File: config.mk
export PLATFORM = sky130hd
export DESIGN_NAME = s100_adr_test_sequencer
export DESIGN_NICKNAME = d
export VERILOG_FILES = /design/src/rtl/s100_test_pkg.sv /design/src/rtl/s100_adr_pattern_gen.sv /design/src/rtl/s100_adr_test_sequencer.sv
export SDC_FILE = /design/constraint.sdc
export NUM_CORES = 1
export LEC_CHECK = 0
export CAP_MARGIN = 20
export CORE_MARGIN = 5
export CORE_UTILIZATION = 53
export CTS_CLUSTER_DIAMETER = 150
export DETAILED_ROUTE_END_ITERATION = 8
export GPL_ROUTABILITY_DRIVEN = 0
export HOLD_SLACK_MARGIN = 0.05
export PLACE_DENSITY = 0.81
export SLEW_MARGIN = 15
export SYNTH_ARGS = -nofsm -noshare
export SYNTH_HDL_FRONTEND = slang
export SYNTH_SLANG_ARGS = --single-unit
File: constraint.sdc
create_clock -name clockIn -period 4.6 [get_ports clockIn]
set_input_delay 1.38 -clock clockIn [delete_from_list [all_inputs] [get_ports clockIn]]
set_output_delay 1.38 -clock clockIn [all_outputs]
set_load 0.005 [all_outputs]
File: src/rtl/s100_test_pkg.sv
// Shared definitions for the T35 S100 address-line test sequencer.
//   seq_state_t       : bus-cycle sequencer states
//   MODE_*            : pattern select codes on the 'mode' input
//   *_IDLE            : pin levels of the S100 strobes when no cycle is active
package s100_test_pkg;

  localparam int unsigned ADR_W = 20;

  typedef enum logic [2:0] {
    ST_IDLE,
    ST_ENABLE,
    ST_T1,
    ST_T2,
    ST_T3,
    ST_NEXT,
    ST_DISABLE
  } seq_state_t;

  localparam logic [1:0] MODE_WALK1 = 2'b00;
  localparam logic [1:0] MODE_WALK0 = 2'b01;
  localparam logic [1:0] MODE_COUNT = 2'b10;

  localparam logic PSYNC_IDLE  = 1'b0;
  localparam logic PSTVAL_IDLE = 1'b1;
  localparam logic PDBIN_IDLE  = 1'b0;
  localparam logic NPWR_IDLE   = 1'b1;

endpackage

File: src/rtl/s100_adr_pattern_gen.sv
// Combinational address pattern for the S100 address-line test.
//   step : step index within the run
//   mode : pattern select (walk one / walk zero / count; reserved = walk one)
//   adr  : 20-bit test address for this step
//   last : this step is the final one of the run for this mode
module s100_adr_pattern_gen
  import s100_test_pkg::*;
#(
  parameter int unsigned COUNT_LEN = 256
) (
  input  logic [ADR_W-1:0] step,
  input  logic [1:0]       mode,
  output logic [ADR_W-1:0] adr,
  output logic             last
);

  localparam logic [ADR_W-1:0] WALK_LAST  = ADR_W'(ADR_W - 1);
  localparam logic [ADR_W-1:0] COUNT_LAST = ADR_W'(COUNT_LEN - 1);
  localparam logic [ADR_W-1:0] ADR_ONE    = ADR_W'(1);

  logic [ADR_W-1:0] one_hot;

  always_comb begin
    // Shifts of 20..31 fall off the top and give zero; walking modes never
    // reach them because the run ends at step 19.
    one_hot = ADR_ONE << step[4:0];
    case (mode)
      MODE_WALK0: begin
        adr  = ~one_hot;
        last = (step == WALK_LAST);
      end
      MODE_COUNT: begin
        adr  = step;
        last = (step == COUNT_LAST);
      end
      default: begin
        adr  = one_hot;
        last = (step == WALK_LAST);
      end
    endcase
  end

endmodule

File: src/rtl/s100_adr_test_sequencer.sv
// Bus-cycle sequencer for the T35 S100 address-line test.
// Steps through an address pattern and runs one S100 bus cycle
// (T1/T2/T3 on pSYNC/pSTVAL/pDBIN/n_pWR) per address, framed by the
// address/status/control buffer enables.
//   clockIn, reset     : system clock, synchronous active-high reset
//   tick               : one-clock enable that paces every bus-cycle step
//   pll_locked         : low aborts a run back to IDLE with reset outputs
//   start              : level, accepted in IDLE only
//   mode, wr           : pattern select and read/write, latched at run start
//   continuous         : wrap to step 0 after the last step instead of ending
//   S100adr, step      : registered test address and step index
//   pSYNC..n_pWR       : S100 bus strobes
//   F_*_oe             : buffer enables, active high
//   busy, done         : run in progress / one-clock completion pulse
module s100_adr_test_sequencer
  import s100_test_pkg::*;
#(
  parameter int unsigned HOLD_TICKS = 4,
  parameter int unsigned COUNT_LEN  = 256
) (
  input  logic             clockIn,
  input  logic             reset,
  input  logic             tick,
  input  logic             pll_locked,
  input  logic             start,
  input  logic [1:0]       mode,
  input  logic             wr,
  input  logic             continuous,
  output logic [ADR_W-1:0] S100adr,
  output logic             pSYNC,
  output logic             pSTVAL,
  output logic             pDBIN,
  output logic             n_pWR,
  output logic             F_add_oe,
  output logic             F_bus_stat_oe,
  output logic             F_bus_ctl_oe,
  output logic             busy,
  output logic             done,
  output logic [ADR_W-1:0] step
);

  localparam logic [3:0] HOLD_LOAD = 4'(HOLD_TICKS - 1);

  seq_state_t       state, state_nxt;
  logic             abort;
  logic [1:0]       mode_q, mode_d;
  logic             wr_q;
  logic [3:0]       hold_cnt;
  logic             last_q;
  logic             run_start;
  logic             adr_load;
  logic [ADR_W-1:0] step_d;
  logic [ADR_W-1:0] pat_adr;
  logic             pat_last;

  logic psync_d, pstval_d, pdbin_d, npwr_d, oe_d, busy_d, done_d;

  assign abort     = (state != ST_IDLE) && !pll_locked;
  assign run_start = (state == ST_IDLE) && (state_nxt == ST_ENABLE);

  // ---------------------------------------------------------------- state reg
  always_ff @(posedge clockIn) begin
    if (reset) state <= ST_IDLE;
    else       state <= state_nxt;
  end

  // ---------------------------------------------------------- next-state comb
  always_comb begin
    state_nxt = state;
    if (abort) begin
      state_nxt = ST_IDLE;
    end else begin
      case (state)
        ST_IDLE:    if (start && pll_locked) state_nxt = ST_ENABLE;
        ST_ENABLE:  if (tick) state_nxt = ST_T1;
        ST_T1:      if (tick) state_nxt = ST_T2;
        ST_T2:      if (tick) state_nxt = ST_T3;
        ST_T3:      if (tick && hold_cnt == 4'd0) state_nxt = ST_NEXT;
        ST_NEXT:    if (tick) state_nxt = (!last_q || continuous) ? ST_T1 : ST_DISABLE;
        ST_DISABLE: state_nxt = ST_IDLE;
        default:    state_nxt = ST_IDLE;
      endcase
    end
  end

  // --------------------------------------------------------- step / pattern
  // The generator is fed the step and mode that are about to be registered,
  // so address, step and last-step flag all update on the same edge.
  always_comb begin
    step_d   = step;
    mode_d   = mode_q;
    adr_load = 1'b0;
    if (run_start) begin
      step_d   = '0;
      mode_d   = mode;
      adr_load = 1'b1;
    end else if (state == ST_NEXT && state_nxt == ST_T1) begin
      step_d   = last_q ? '0 : step + ADR_W'(1);
      adr_load = 1'b1;
    end
  end

  s100_adr_pattern_gen #(
    .COUNT_LEN(COUNT_LEN)
  ) u_pattern (
    .step (step_d),
    .mode (mode_d),
    .adr  (pat_adr),
    .last (pat_last)
  );

  always_ff @(posedge clockIn) begin
    if (reset) begin
      step     <= '0;
      S100adr  <= '0;
      last_q   <= 1'b0;
      mode_q   <= MODE_WALK1;
      wr_q     <= 1'b0;
      hold_cnt <= '0;
    end else begin
      if (abort) begin
        step    <= '0;
        S100adr <= '0;
        last_q  <= 1'b0;
      end else if (adr_load) begin
        step    <= step_d;
        S100adr <= pat_adr;
        last_q  <= pat_last;
      end
      mode_q <= mode_d;
      if (run_start) wr_q <= wr;
      if (state == ST_T2 && tick)
        hold_cnt <= HOLD_LOAD;
      else if (state == ST_T3 && tick && hold_cnt != 4'd0)
        hold_cnt <= hold_cnt - 4'd1;
    end
  end

  // -------------------------------------------------------------- output comb
  // Decoded from the next state and registered below, so pins move on the
  // same edge as the state register.
  always_comb begin
    psync_d  = PSYNC_IDLE;
    pstval_d = PSTVAL_IDLE;
    pdbin_d  = PDBIN_IDLE;
    npwr_d   = NPWR_IDLE;
    oe_d     = 1'b0;
    busy_d   = 1'b0;
    done_d   = 1'b0;
    case (state_nxt)
      ST_ENABLE, ST_NEXT: begin
        oe_d   = 1'b1;
        busy_d = 1'b1;
      end
      ST_T1: begin
        oe_d     = 1'b1;
        busy_d   = 1'b1;
        psync_d  = 1'b1;
        pstval_d = 1'b1;
      end
      ST_T2: begin
        oe_d     = 1'b1;
        busy_d   = 1'b1;
        psync_d  = 1'b1;
        pstval_d = 1'b0;
      end
      ST_T3: begin
        oe_d     = 1'b1;
        busy_d   = 1'b1;
        psync_d  = 1'b0;
        pstval_d = 1'b1;
        pdbin_d  = !wr_q;
        npwr_d   = !wr_q;
      end
      ST_DISABLE: begin
        busy_d = 1'b1;
        done_d = 1'b1;
      end
      default: ;
    endcase
  end

  always_ff @(posedge clockIn) begin
    if (reset) begin
      pSYNC         <= PSYNC_IDLE;
      pSTVAL        <= PSTVAL_IDLE;
      pDBIN         <= PDBIN_IDLE;
      n_pWR         <= NPWR_IDLE;
      F_add_oe      <= 1'b0;
      F_bus_stat_oe <= 1'b0;
      F_bus_ctl_oe  <= 1'b0;
      busy          <= 1'b0;
      done          <= 1'b0;
    end else begin
      pSYNC         <= psync_d;
      pSTVAL        <= pstval_d;
      pDBIN         <= pdbin_d;
      n_pWR         <= npwr_d;
      F_add_oe      <= oe_d;
      F_bus_stat_oe <= oe_d;
      F_bus_ctl_oe  <= oe_d;
      busy          <= busy_d;
      done          <= done_d;
    end
  end

endmodule

==> results.py, run 1 <==
metrics = {
    "run_status": {
        "status": "finished clean",
    },
    "synth": {
        "ys_types": 61,
        "synth_area_sq_um": 3370,
        "synth-seq-cells": 58,
        "yosysWarnings": 0,
        "syn_inst": 414,
        "synth-simple-area-share": 0.304,
        "synth.avg_cell_area_sq_um": 8.14,
        "ys_seq_area_frac": 0.344,
        "synth_area_leaders": "dfxtp_1 34%, nor2_1 4.3%, nand2_1 4.1%",
        "synth-adder-area-share": 0.0371,
        "synth_mux_area_frac": 0.00891,
        "synth_compound_area_frac": 0.215,
        "synth_edf_count": 0,
        "synth_fp_nets": 433,
        "async_flop_share": 0,
        "synth_top_family_by_area": "simple AND/OR/NAND/NOR gates",
        "synth_xor_area_frac": 0.0390,
        "ys.flop_type": "dfxtp_1",
        "synth_top_cell_by_area": "dfxtp_1",
        "yosysTopAreaCellShare": 0.344,
    },
    "cts": {
        "clk_path_buf_depth": 2,
        "cts-buffers-inserted": 9,
        "clkLatencyLatePin_ps": 340,
        "clock-sinks": 58,
        "cts_setup_buffers": 0,
        "h-tree-depth": 3,
        "clk_pin_slew_ps": 70,
        "cts-resized-gates": 0,
        "cts-root-buf": "clkbuf_8",
        "cts_tree": "done",
        "ctsHoldBuffers": 0,
    },
    "route": {
        "num_vias": 3535,
        "wl_per_cell_um": 17.8,
        "drc_errors": 0,
        "drtPass1Iterations": 5,
        "wirelength_um": 9820,
        "postRouteAntennaNets": 0,
        "via_per_inst": 6.42,
        "drt_iter0_markers": 276,
    },
    "timing": {
        "fin_ws_ps": 581,
        "hold_slack_ps": 419,
        "tns_ps": 0,
        "slew_headroom": 0.510,
        "worst_slew_pin_slew_ps": 735,
        "worst_clock_skew_ps": 9.09,
        "setup_viol_count_final": 0,
        "period_share": 0.874,
        "grt_setup_unrepaired": "false",
        "fmaxAchievable_mhz": 249,
        "slew_viol_final": 0,
        "fin_crit_ps": 4020,
        "finalHoldViolCount": 0,
    },
    "grt": {
        "antenna_found_initial": 0,
        "grt.total_usage": 0.245,
        "overflow": 0,
        "grt_pass1_wl_um": 16500,
        "grt_pass1_vias": 3416,
        "grt_max_degree": 17,
    },
    "setup_path": {
        "crit_slowest_cell": "clkdlybuf4s50_1",
        "end_kind": "register",
        "cp-start-kind": "input port",
        "path_max_fanout": 11,
        "path_cells": "clkdlybuf4s50_1 -> nand3_1 -> mux2i_1 -> ha_1 -> ha_1 -> nor3_1 -> nand4_1 -> nor4_1 -> nand4_1 -> o21ai_1",
        "worst_ep_arrival_time_ps": 4290,
        "slowest_delay_ps": 590,
        "critPathKind": "input port to register",
        "required_ps": 4880,
    },
    "placed_design": {
        "placedInstanceArea_sq_um": 4020,
        "dp_hpwl_um": 7190,
        "io_buffers": 57,
        "pre_cts_ws_ps": 289,
    },
    "floorplanning": {
        "die_h_um": 89.8,
        "core_sq_um": 6280,
        "rows": 29,
        "pin_count": 58,
        "die_w_um": 89.8,
        "start_util": 0.537,
        "die-area_sq_um": 8060,
    },
    "worst_hold_path": {
        "hold_path.class": "register to register",
    },
    "finish": {
        "final_cell_mix": "58 x dfxtp_1, 57 x clkdlybuf4s50_1, 39 x nor2_1",
        "area_growth_pct": 24.6,
        "mostFrequentLayoutCell": "dfxtp_1",
        "final_nets": 489,
        "drive_above_1_share": 0.0802,
        "n_antenna_cell": 0,
        "fin_area_sq_um": 4200,
        "final_util": 0.669,
    },
    "pwr": {
        "power_leakage_nw": 1.54,
        "power_density_nw_per_um2": 275,
        "ir_drop_mv": 0.265,
    },
    "job": {
        "cap_viol_max_count": 0,
    },
}
-- final timing paths --
path / start / end / slack (ps) / cells after the start
setup / recovery: pll_locked / last_q / 580 / 10
setup reg to reg: state[1] / last_q / 1520 / 10
hold reg to reg: wr_q / n_pWR / 420 / 1
hold / removal: wr_q / n_pWR / 420 / 1
-- synth_stat cells, types with 3 or more instances --
cell	number
a2111oi_0	6
o31ai_1	5
nor4_1	6
nand3_1	25
a31oi_1	12
xor2_1	7
a221o_1	3
and3_1	3
nand4_1	14
and4_1	3
nand2_1	37
o21ai_0	17
a41oi_1	3
clkbuf_1	15
a21oi_1	18
ha_1	10
dfxtp_1	58
buf_2	6
nor3_1	15
buf_4	3
and2_1	9
nand3b_1	4
nor2b_1	7
or3_1	11
nor2_1	39
nand2b_1	3
inv_1	13
xnor2_1	8
mux2i_1	3
a32o_1	6
o21ai_1	5
-- power breakdown --
group | switching (mW) | total (mW) | internal [mW]
Sequential | 0.0103 | 0.530 | 0.519
Combinational | 0.0957 | 0.171 | 0.0750
Clock | 0.195 | 0.455 | 0.260
Total | 0.301 | 1.16 | 0.855
-- flip-flops by register name (all words and copies together), names as in the netlist --
register	cells
S100adr	20
step	20
pSYNC	1
pDBIN	1
wr_q	1
last_q	1
hold_cnt	4
done	1
mode_q	2
state	3
busy	1
F_bus_ctl_oe	1
pSTVAL	1
n_pWR	1
-- worst max-delay path: cells and delay by family --
kind / cells / cell delay, ps
and+or+nand+nor: 5 / 990
adders and majority gates: 2 / 830
muxes: 1 / 360
AOI/OAI and AO/OA: 1 / 120
buffers and inverters: 1 / 590
-- routing by layer --
metal  part of all wire  wire length (um)  global-route usage
met1               0.41              4080               0.298
met2               0.47              4600               0.393
met3              0.077               759              0.0693
met4              0.040               388               0.126
met5                  0                 0                   0
-- cell type report --
| class | count | area [sq um] |
|---|---|---|
| fillers | 535 | 2080 |
| multi-input cells | 317 | 2040 |
| well taps | 77 | 96.3 |
| inverters | 14 | 55.1 |
| flip-flops and latches | 58 | 1160 |
| repair buffers | 70 | 668 |
| clock buffers | 12 | 145 |
| clock inverters | 3 | 40.0 |
-- cell families after synthesis --
family	count (synthesis)
buffers and inverters	39
adder cells (fa/ha/maj)	10
flip-flops	58
XOR/XNOR	15
AND/OR/NAND/NOR	189
AO/OA/AOI/OAI	100
multiplexers	3
-- metrics by stage --
stage | total power [mW] | instances
global placement | 0.704 | 536
finish | 1.16 | 551
detailed placement | 0.707 | 536
floorplan | 0.635 | 414
global route | 1.20 | 551
CTS | 1.16 | 551
No activity file was read; power rests on OpenSTA's default activity.
==> inputs of run 2 (changes only) <==
- CAP_MARGIN: 20 -> default
==> results of run 2 <==
No change in the layout: final DEF, timing and power equal those of run 1.
==> inputs of run 3 (changes only) <==
- PLACE_DENSITY: 0.81 -> default
- PLACE_DENSITY_LB_ADDON: default -> 0.15
==> run 3 against run 2 <==
Against the previous run:
- global-route usage fell by 0.079 points
- first-iteration DRC count rose by 21%
- largest cell class unchanged
- maximum frequency rose by 0.65%
- cell count did not move
- sequential power barely moved
- sequential share of layout area barely moved
- highest routed layer unchanged
- power fell by 4.4%
- clock skew fell by 0.71 ps
- die area did not move
- worst setup slack improved by 26 ps
- largest power group unchanged
==> results.py, run 3 (synthesized netlist as in run 1, its figures left out) <==
metrics = {
    "route": {
        "drtPass1Iterations": 6,
        "num_vias": 3513,
        "wl_per_cell_um": 18.0,
        "via_per_inst": 6.38,
        "drt_iter0_markers": 333,
        "postRouteAntennaNets": 0,
        "drc_errors": 0,
        "wirelength_um": 9900,
    },
    "timing": {
        "fmaxAchievable_mhz": 250,
        "worst_slew_pin_slew_ps": 750,
        "fin_crit_ps": 3990,
        "grt_setup_unrepaired": "false",
        "worst_clock_skew_ps": 8.38,
        "slew_viol_final": 0,
        "slew_headroom": 0.500,
        "setup_viol_count_final": 0,
        "tns_ps": 0,
        "period_share": 0.868,
        "finalHoldViolCount": 0,
    },
    "cts": {
        "cts-buffers-inserted": 9,
        "cts-resized-gates": 0,
        "cts_setup_buffers": 0,
        "cts-root-buf": "clkbuf_8",
        "ctsHoldBuffers": 0,
        "cts_tree": "done",
        "clk_pin_slew_ps": 70,
        "h-tree-depth": 3,
        "clkLatencyLatePin_ps": 350,
        "clk_path_buf_depth": 2,
        "clock-sinks": 58,
    },
    "grt": {
        "grt_pass1_vias": 3258,
        "grt_pass1_wl_um": 16200,
        "grt_max_degree": 17,
        "antenna_found_initial": 0,
        "overflow": 0,
        "grt.total_usage": 0.244,
    },
    "worst_hold_path": {
        "hold_path.class": "register to register",
    },
    "finish": {
        "n_antenna_cell": 0,
        "largestRegisters": "S100adr (20), step (20), hold_cnt (4)",
        "mostFrequentLayoutCell": "dfxtp_1",
        "drive_above_1_share": 0.0823,
        "final_cell_mix": "58 x dfxtp_1, 57 x clkdlybuf4s50_1, 39 x nor2_1",
        "final_nets": 491,
        "nFillCells": 538,
        "fin_cells": 551,
        "area_growth_pct": 24.4,
    },
    "job": {
        "cap_viol_max_count": 0,
    },
    "floorplanning": {
        "die-area_sq_um": 8060,
        "die_w_um": 89.8,
        "die_h_um": 89.8,
        "rows": 29,
        "pin_count": 58,
        "core_sq_um": 6280,
        "start_util": 0.537,
    },
    "pwr": {
        "clkPwrFrac": 0.366,
        "totalPowerFinal_mw": 1.11,
        "p_sw_frac": 0.265,
        "power.share.sequential": 0.480,
        "p_comb_frac": 0.155,
        "ir_drop_mv": 0.202,
        "power_density_nw_per_um2": 264,
        "p_switching_mw": 0.293,
        "internal_power_mw": 0.812,
        "power_leakage_nw": 1.54,
    },
    "placed_design": {
        "io_buffers": 57,
        "numPlacedInstances": 538,
        "dp_hpwl_um": 7230,
    },
    "setup_path": {
        "end_kind": "register",
        "worst_ep_arrival_time_ps": 4270,
        "required_ps": 4880,
        "cp-start-kind": "input port",
        "critPathKind": "input port to register",
        "path_max_fanout": 8,
    },
    "run_status": {
        "status": "finished clean",
    },
}
==> run 3: cell types whose count changed in the layout (fill, tap and decap cells not counted), sizes merged <==
| cell | before | now |
|---|---|---|
| clkinv | 2 | 0 |
| bufinv | 1 | 0 |
| buf | 13 | 15 |
| clkbuf | 12 | 13 |
==> run 3: power groups by stage <==
| stage | sequential [mW] | combinational (mW) | clock (mW) |
|---|---|---|---|
| after global placement | 0.540 | 0.167 | 0 |
| after floorplan | 0.540 | 0.0956 | 0 |
| after CTS | 0.530 | 0.169 | 0.411 |
| after detailed placement | 0.541 | 0.168 | 0 |
| after global routing | 0.532 | 0.186 | 0.434 |
| final | 0.530 | 0.171 | 0.404 |
==> run 3: per-stage QoR <==
stage	hold slack (ps)	instance area, sq um	worst slack (ps)	utilization
global route	460	4190	426	0.668
floorplan	384	3370	939	-
global placement	396	4040	422	0.643
CTS	420	4190	681	0.668
detailed placement	404	4040	350	0.643
finish	423	4190	607	0.668
==> run 3: final timing paths <==
kind	startpoint	to	slack, ps	cells after the start
min reg2reg	wr_q	n_pWR	420	1
max	pll_locked	last_q	610	12
min	wr_q	n_pWR	420	1
max reg2reg	state[1]	last_q	1650	10
==> run 3: final cells by class <==
cell class / count / area (sq um) / share of cell area
Inverter: 14 / 55.1 / 0.0131
Tap cell: 77 / 96.3 / 0.0230
Sequential cell: 58 / 1160 / 0.277
Clock buffer: 13 / 159 / 0.0379
Timing Repair Buffer: 72 / 683 / 0.163
Multi-Input combinational cell: 317 / 2040 / 0.486
==> run 3: routing by layer <==
layer / global-route usage / share of wire / vias to the layer above
li1: - / - / 1654
met1: 0.313 / 0.42 / 1621
met2: 0.388 / 0.47 / 199
met3: 0.0509 / 0.084 / 39
met4: 0.121 / 0.032 / 0
met5: 0 / 0 / -
==> run 3: critical path: stages <==
cell and delay [ps]:
clkdlybuf4s50_1 670, and3b_1 420, and4_1 350, nand4_1 140, xor2_1 210, nor2_1 70, ha_1 280, nor3_1 130
nand4_1 110, nor4_1 240, nand4_1 130, o21ai_1 130
